--- src/rtl/badvinstr_gen.sv ---
// badvinstr_gen: producer side of the CP0 BadVInstr capture path.
// Carries instruction words D->E->M with their exception status and makes the
// abort / interrupt decision at M. Data outputs are registered one cycle after
// the decision, together with a single-cycle strobe and the pipeline flush.
module badvinstr_gen #(
  parameter int unsigned   W        = 32,
  parameter logic [W-1:0]  NOP_WORD = '0
) (
  input  logic         clk,
  input  logic         rst,
  input  logic [W-1:0] instr_f,
  input  logic         valid_f,
  input  logic         is_branch_f,
  input  logic         exc_f,
  input  logic         exc_d,
  input  logic         exc_e,
  input  logic         stall,
  input  logic         irq,
  output logic [W-1:0] badvinstr_p,
  output logic [W-1:0] badvinstrp_p,
  output logic         bd,
  output logic         exception_abort,
  output logic         irq_take,
  output logic         flush
);

  logic [W-1:0] d_instr_q, d_instr_d, e_instr_q, e_instr_d, m_instr_q, m_instr_d;
  logic         d_valid_q, d_valid_d, e_valid_q, e_valid_d, m_valid_q, m_valid_d;
  logic         d_br_q, d_br_d, e_br_q, e_br_d, m_br_q, m_br_d;
  logic         d_exc_q, d_exc_d, e_exc_q, e_exc_d, m_exc_q, m_exc_d;
  logic         d_ds_q, d_ds_d, e_ds_q, e_ds_d, m_ds_q, m_ds_d;

  logic         irq_pend_q, irq_pend_d;
  logic [W-1:0] last_br_q, last_br_d;
  logic [W-1:0] bvi_q, bvi_d, bvip_q, bvip_d;
  logic         bd_q, bd_d, abort_q, abort_d, take_q, take_d;

  logic         irq_pend_w, abort_dec, take_dec, commit_ok, flush_w;

  assign flush_w = abort_q | take_q;

  // Commit decision at M; an interrupt arriving this cycle already counts as pending.
  always_comb begin
    irq_pend_w = irq_pend_q | irq;
    abort_dec  = m_valid_q & m_exc_q;
    take_dec   = m_valid_q & ~m_exc_q & irq_pend_w;
    commit_ok  = m_valid_q & ~abort_dec & ~take_dec;
  end

  // Stage next-state: flush wins, then stall/advance; M empties right after a decision.
  always_comb begin
    d_instr_d = d_instr_q; d_valid_d = d_valid_q; d_br_d = d_br_q; d_exc_d = d_exc_q; d_ds_d = d_ds_q;
    e_instr_d = e_instr_q; e_valid_d = e_valid_q; e_br_d = e_br_q; e_exc_d = e_exc_q; e_ds_d = e_ds_q;
    m_instr_d = m_instr_q; m_valid_d = m_valid_q; m_br_d = m_br_q; m_exc_d = m_exc_q; m_ds_d = m_ds_q;
    if (flush_w) begin
      d_instr_d = NOP_WORD; d_valid_d = 1'b0; d_br_d = 1'b0; d_exc_d = 1'b0; d_ds_d = 1'b0;
      e_instr_d = NOP_WORD; e_valid_d = 1'b0; e_br_d = 1'b0; e_exc_d = 1'b0; e_ds_d = 1'b0;
      m_instr_d = NOP_WORD; m_valid_d = 1'b0; m_br_d = 1'b0; m_exc_d = 1'b0; m_ds_d = 1'b0;
    end else begin
      if (!stall) begin
        // A bubble from fetch carries NOP_WORD so stale words never reach the outputs.
        d_instr_d = valid_f ? instr_f : NOP_WORD;
        d_valid_d = valid_f;
        d_br_d    = valid_f & is_branch_f;
        d_exc_d   = valid_f & exc_f;
        d_ds_d    = valid_f & d_valid_q & d_br_q;
        e_instr_d = d_instr_q;
        e_valid_d = d_valid_q;
        e_br_d    = d_br_q;
        e_exc_d   = d_exc_q | exc_d;
        e_ds_d    = d_ds_q;
        m_instr_d = e_instr_q;
        m_valid_d = e_valid_q;
        m_br_d    = e_br_q;
        m_exc_d   = e_exc_q | exc_e;
        m_ds_d    = e_ds_q;
      end
      if (abort_dec || take_dec) begin
        m_instr_d = NOP_WORD; m_valid_d = 1'b0; m_br_d = 1'b0; m_exc_d = 1'b0; m_ds_d = 1'b0;
      end
    end
  end

  // Capture data, strobes, pending interrupt and the last committed branch word.
  always_comb begin
    bvi_d      = bvi_q;
    bvip_d     = bvip_q;
    bd_d       = bd_q;
    abort_d    = abort_dec;
    take_d     = take_dec;
    irq_pend_d = irq | (irq_pend_q & ~take_dec);
    last_br_d  = last_br_q;
    if (abort_dec || take_dec) begin
      bvi_d  = m_instr_q;
      bd_d   = m_ds_q;
      bvip_d = m_ds_q ? last_br_q : NOP_WORD;
    end
    if (commit_ok) begin
      last_br_d = m_br_q ? m_instr_q : NOP_WORD;
    end
  end

  // State registers with asynchronous active-high reset.
  always_ff @(posedge clk or posedge rst) begin
    if (rst) begin
      d_instr_q <= NOP_WORD; d_valid_q <= 1'b0; d_br_q <= 1'b0; d_exc_q <= 1'b0; d_ds_q <= 1'b0;
      e_instr_q <= NOP_WORD; e_valid_q <= 1'b0; e_br_q <= 1'b0; e_exc_q <= 1'b0; e_ds_q <= 1'b0;
      m_instr_q <= NOP_WORD; m_valid_q <= 1'b0; m_br_q <= 1'b0; m_exc_q <= 1'b0; m_ds_q <= 1'b0;
      irq_pend_q <= 1'b0;
      last_br_q  <= NOP_WORD;
      bvi_q      <= NOP_WORD;
      bvip_q     <= NOP_WORD;
      bd_q       <= 1'b0;
      abort_q    <= 1'b0;
      take_q     <= 1'b0;
    end else begin
      d_instr_q <= d_instr_d; d_valid_q <= d_valid_d; d_br_q <= d_br_d; d_exc_q <= d_exc_d; d_ds_q <= d_ds_d;
      e_instr_q <= e_instr_d; e_valid_q <= e_valid_d; e_br_q <= e_br_d; e_exc_q <= e_exc_d; e_ds_q <= e_ds_d;
      m_instr_q <= m_instr_d; m_valid_q <= m_valid_d; m_br_q <= m_br_d; m_exc_q <= m_exc_d; m_ds_q <= m_ds_d;
      irq_pend_q <= irq_pend_d;
      last_br_q  <= last_br_d;
      bvi_q      <= bvi_d;
      bvip_q     <= bvip_d;
      bd_q       <= bd_d;
      abort_q    <= abort_d;
      take_q     <= take_d;
    end
  end

  assign badvinstr_p     = bvi_q;
  assign badvinstrp_p    = bvip_q;
  assign bd              = bd_q;
  assign exception_abort = abort_q;
  assign irq_take        = take_q;
  assign flush           = flush_w;

endmodule
--- config.mk ---
export PLATFORM = sky130hd
export DESIGN_NAME = badvinstr_gen
export DESIGN_NICKNAME = d
export VERILOG_FILES = /design/src/rtl/badvinstr_gen.sv
export SDC_FILE = /design/constraint.sdc
export NUM_CORES = 1
export LEC_CHECK = 0
export CAP_MARGIN = 30
export CORE_ASPECT_RATIO = 1.1
export CORE_UTILIZATION = 55
export CTS_CLUSTER_DIAMETER = 100
export DETAILED_ROUTE_END_ITERATION = 10
export GPL_TIMING_DRIVEN = 0
export PLACE_DENSITY_LB_ADDON = 0.05
export RECOVER_POWER = 100
export REMOVE_ABC_BUFFERS = 1
export SETUP_SLACK_MARGIN = 0.3
export SLEW_MARGIN = 20
export SYNTH_ARGS = -nofsm -noshare
export SYNTH_HDL_FRONTEND = slang
export SYNTH_SLANG_ARGS = --single-unit
--- constraint.sdc ---
create_clock -name clk -period 7 [get_ports clk]
set_input_delay 0.7 -clock clk [delete_from_list [all_inputs] [get_ports clk]]
set_output_delay 0.7 -clock clk [all_outputs]
set_load 0.02 [all_outputs]
Word-level counts from Yosys, hierarchy flattened
Cells that the tools add are included.
- bits in registers: 208
- input bits: 41
- word-level logic and storage cells: 81
- equality and inequality tests: 2
- muxes and demuxes: 38
- bitwise gates (word level): 18
- reductions and logical operators: 1
- operators by type and width (kind ; count):
    $mux 32 ; 10
    $mux 1 ; 28
    $and 1x1->1 ; 10
    $or 1x1->1 ; 5
    $ne 3x1->1 const B ; 1
    $not 1->1 ; 3
    $ne 2x1->1 const B ; 1
    $logic_or 1x1->1 ; 1

Depth between registers and ports, before layout
- depth in word-level cells: 6
- mapped depth: 5
- mapped depth without buffers: 2

Worst setup path after synthesis
No wires, ideal clock.
- kind: register to output
- from: register take_q (netlist: irq_take)
- to: output flush
- arrival: 1.230 ns
- slack: 5.070 ns
- cell stages (with the launch flop): 4
- path through: dfrtp_1 > or2_2 > clkbuf_1 > buf_2
- word-level cells in the longest chain between the ends: 1
- ends and longest elaborated chain (what ; RTL line ; text):
    start, declared ; 36 ; logic bd_q, bd_d, abort_q, abort_d, take_q, take_d;
    start signal, assigned ; 126 ; take_q <= take_d;
    $or 1x1->1 ; 40 ; assign flush_w = abort_q | take_q;
    end, declared ; 24 ; output logic flush
No other way between the ends.

Worst setup path after layout
- from: input stall
- to: register d_instr_q[22]
- word-level cells in the longest chain between the ends: 1
- ends and longest elaborated chain (what ; RTL line ; text):
    start, declared ; 17 ; input logic stall,
    $ne 2x1->1 (no line) ; n/a ;
    end signal, assigned ; 106 ; d_instr_q <= NOP_WORD; d_valid_q <= 1'b0; d_br_q <= 1'b0; d_exc_q <= 1'b0; d_ds_q <= 1'b0;
    end signal, assigned ; 117 ; d_instr_q <= d_instr_d; d_valid_q <= d_valid_d; d_br_q <= d_br_d; d_exc_q <= d_exc_d; d_ds_q <= d_ds_d;
    end, declared ; 27 ; logic [W-1:0] d_instr_q, d_instr_d, e_instr_q, e_instr_d, m_instr_q, m_instr_d;
No other way between the ends.
A chain may end at the register's enable or synchronous reset.

==> flow_summary.toml <==
[status]
outcome = "finished, violations left"
failed_checks = "capacitance limit, slew limit"

[synth]
muxShareOfSynthArea = 0.2032
synthAdderAreaFrac = 0
synth.distinct_cells = 27
syn-cell-area_um2 = 8382
ys_warn_count = 0
synth_xor_area_frac = 0
yosys.area_share.simple = 0.07837
synth_seq_area_share = 0.6210
synth_top_family_by_area = "multiplexers"
synth-compound-area-share = 0.04180
synth-seq-cells = 208
synth_area_per_cell_um2 = 12.44
syn_inst = 674

[floorplanning]
die_w_um = 119.7
core_um2 = 14680
die_area_um2 = 15740
ioPinCount = 109
rows = 46
die_h_um = 131.5
start_util = 0.5711

[sta]
hold_violations = 0
fmaxAchievable_ghz = 0.2184
maxSlewViolCount = 204
worst_slew_margin_rel = -2.023
worstMarginPinSlew_ps = 4509
finalCritPeriodShare = 0.6540
skew_ps = 10.93
period_needed_ps = 4578
rsz0062_at_grt = "no"
setup_violations = 0

[clock_tree]
clkTransAtPathRegs_ps = 60
cts_inserted_buffers = 21
cts_hold_repair.buffers = 0
post_cts.repair.setup_buffers = 0
cts_resized = 0
htree_levels = 1
max-clock-path-buffers = 3
insertion_delay_ps = 490
clock_sinks = 208
cts-root-buf = "clkbuf_16"
cts_tree = "done"

[routing]
drc_errors = 0
num_vias = 5248
vias_per_cell = 5.312
dr.pass1.iters = 4
routed_wl_um = 17010
drtAntennaViolNets = 0
first_iter_violations = 240
wire_per_inst_um = 17.21

[power_and_ir_drop]
total_leakage_power_nw = 5.055
vdd_drop_max_v = 0.0002191
power.total_mw = 3.771
power_density_nw_per_um2 = 364.6

[grt]
grt_pass1_wl_um = 28510
met3_usage = 0.04297
use_met1 = 0.3046
grtUsageTotal = 0.2270
busiest_layer = "met2"
grt_overflow = 0
grt_max_degree = 107
antenna_found_initial = 1
grt_pass1_vias = 5576
grt.met2_usage = 0.3812

[critical_path]
r2r_setup_slack_ps = 3220
path_class = "in2reg"
critical-path-max-stage-delay_ps = 1770
cpMostUsedCell = "buf_8"
worstPathArrival_ps = 5000
timing.rr.start = "m_exc_q"
path_cells = "clkbuf_1 -> buf_16 -> nor3b_1 -> buf_8 -> buf_8 -> a22o_1"
critical_path.startpoint_type = "primary input"
r2r_cells = 4
r2r-end = "badvinstr_p[10]"
crit_slowest_cell = "clkbuf_1"
worst-path-max-fanout = 44
required_ps = 7430
worstSetupEndpointType = "register"

[finish]
drive_above_1_share = 0.09686
syn_to_final_growth_pct = 23.41
nets = 822
instances_no_fill = 988
finalCoreUtilization = 0.7048

[hold_path]
hp-start = "badvinstr_p[1]"
min_to = "badvinstr_p[1]"
min_path_type = "reg2reg"
hold_depth = 1

[placement]
dp.cells = 950
io_buffers = 108
dp_hpwl_um = 10810
place.gp.congestion = 0.6921

[run]
drv_cap = 6
-- worst max-delay path, delay by kind of cell --
kind / cells / cell delay [ps]
buffers and inverters: 4 / 2520
AND/OR/NAND/NOR: 1 / 1580
AO/OA/AOI/OAI: 1 / 140
-- state kept, by name, indices dropped and copies added (netlist names), 32 cells and up --
| signal | count |
|---|---|
| e_instr_q | 32 |
| d_instr_q | 32 |
| badvinstrp_p | 32 |
| m_instr_q | 32 |
| last_br_q | 32 |
| badvinstr_p | 32 |
-- final cells by class --
cell class | count | area (um2)
antenna | 1 | 2.502
clock buffer | 35 | 648.1
clock inverter | 2 | 10.01
fill | 1080 | 4333
inverter | 66 | 249.0
multi-input combinational | 354 | 2699
sequential | 208 | 5207
tap | 192 | 240.2
timing repair buffer | 130 | 1287
-- synthesized netlist by cell type --
master	count	area, um2
nor3_1	37	185.2
nand2_1	65	244.0
nor4b_4	1	23.77
o31a_1	1	8.760
buf_1	1	3.750
a21o_1	2	15.01
mux2_2	33	371.6
nor3b_2	1	12.51
buf_4	2	15.01
and2_1	1	6.260
mux2i_1	133	1331
a22o_1	34	297.8
buf_6	1	11.26
nor2_1	37	138.9
nand2b_1	1	6.260
nand4b_1	1	8.760
a2111oi_2	1	15.01
dfrtp_1	208	5205
a21oi_1	1	5.000
nor2b_1	1	6.260
nor4b_1	1	8.760
or2_2	1	6.260
or4b_2	1	10.01
inv_1	66	247.7
buf_2	25	125.1
clkbuf_1	17	63.81
o2bb2ai_1	1	8.760
-- through the flow --
| stage | setup slack [ps] | hold slack (ps) | setup TNS (ps) | instance area, um2 |
|---|---|---|---|---|
| finish | 2422 | 498.5 | 0 | 10340 |
| global route | 2030 | 508.5 | 0 | 10340 |
| CTS | 3913 | 502.3 | 0 | 10480 |
| detailed placement | 4253 | 480.4 | 0 | 9819 |
| global placement | -2895 | 481.1 | -440260 | 9484 |
| floorplan | 619.2 | 465.4 | 0 | 8163 |
-- kinds of logic after synthesis --
family | after synthesis
buffers and inverters | 112
flip-flops | 208
multiplexers | 166
AO/OA/AOI/OAI | 40
AND/OR/NAND/NOR | 148
-- placed cells by master (no fill, tap or decap), drive strengths merged, types with 2 or more instances in the layout --
cell type      netlist  routed
dfrtp              208     208
mux2i              133     133
dlygate4sd3          0      69
inv                 66      65
nand2               65      65
clkbuf              17      48
clkdlybuf4s50        0      38
nor3                37      37
nor2                37      37
a22o                34      34
mux2                33      33
buf                 29      10
a21o                 2       2
clkinv               0       2
nor4b                2       2
-- worst max path at each step --
| stage | from | to | slack [ps] | cells after the start |
|---|---|---|---|---|
| finish | stall | d_instr_q[22] | 2420 | 6 |
| global route | rst | m_ds_q | 2030 | 2 |
| CTS | exception_abort | flush | 3910 | 3 |
| detailed placement | irq | bd | 4250 | 5 |
| global placement | irq | last_br_q[22] | -2890 | 3 |
| floorplan | rst | badvinstr_p[0] | 620 | 1 |
-- power by group --
group	switching, mW	internal (mW)	total [mW]	leakage, nW
clock network	0.435	0.627	1.06	0.325
logic	0.534	0.452	0.986	2.07
registers	0.196	1.53	1.72	2.66
-- layer usage --
metal | share of wire | up-vias
li1 | - | 2469
met1 | 0.44 | 2668
met2 | 0.50 | 93
met3 | 0.045 | 18
met4 | 0.013 | 0
met5 | 0 | -
No activity file was read; power rests on OpenSTA's default activity.
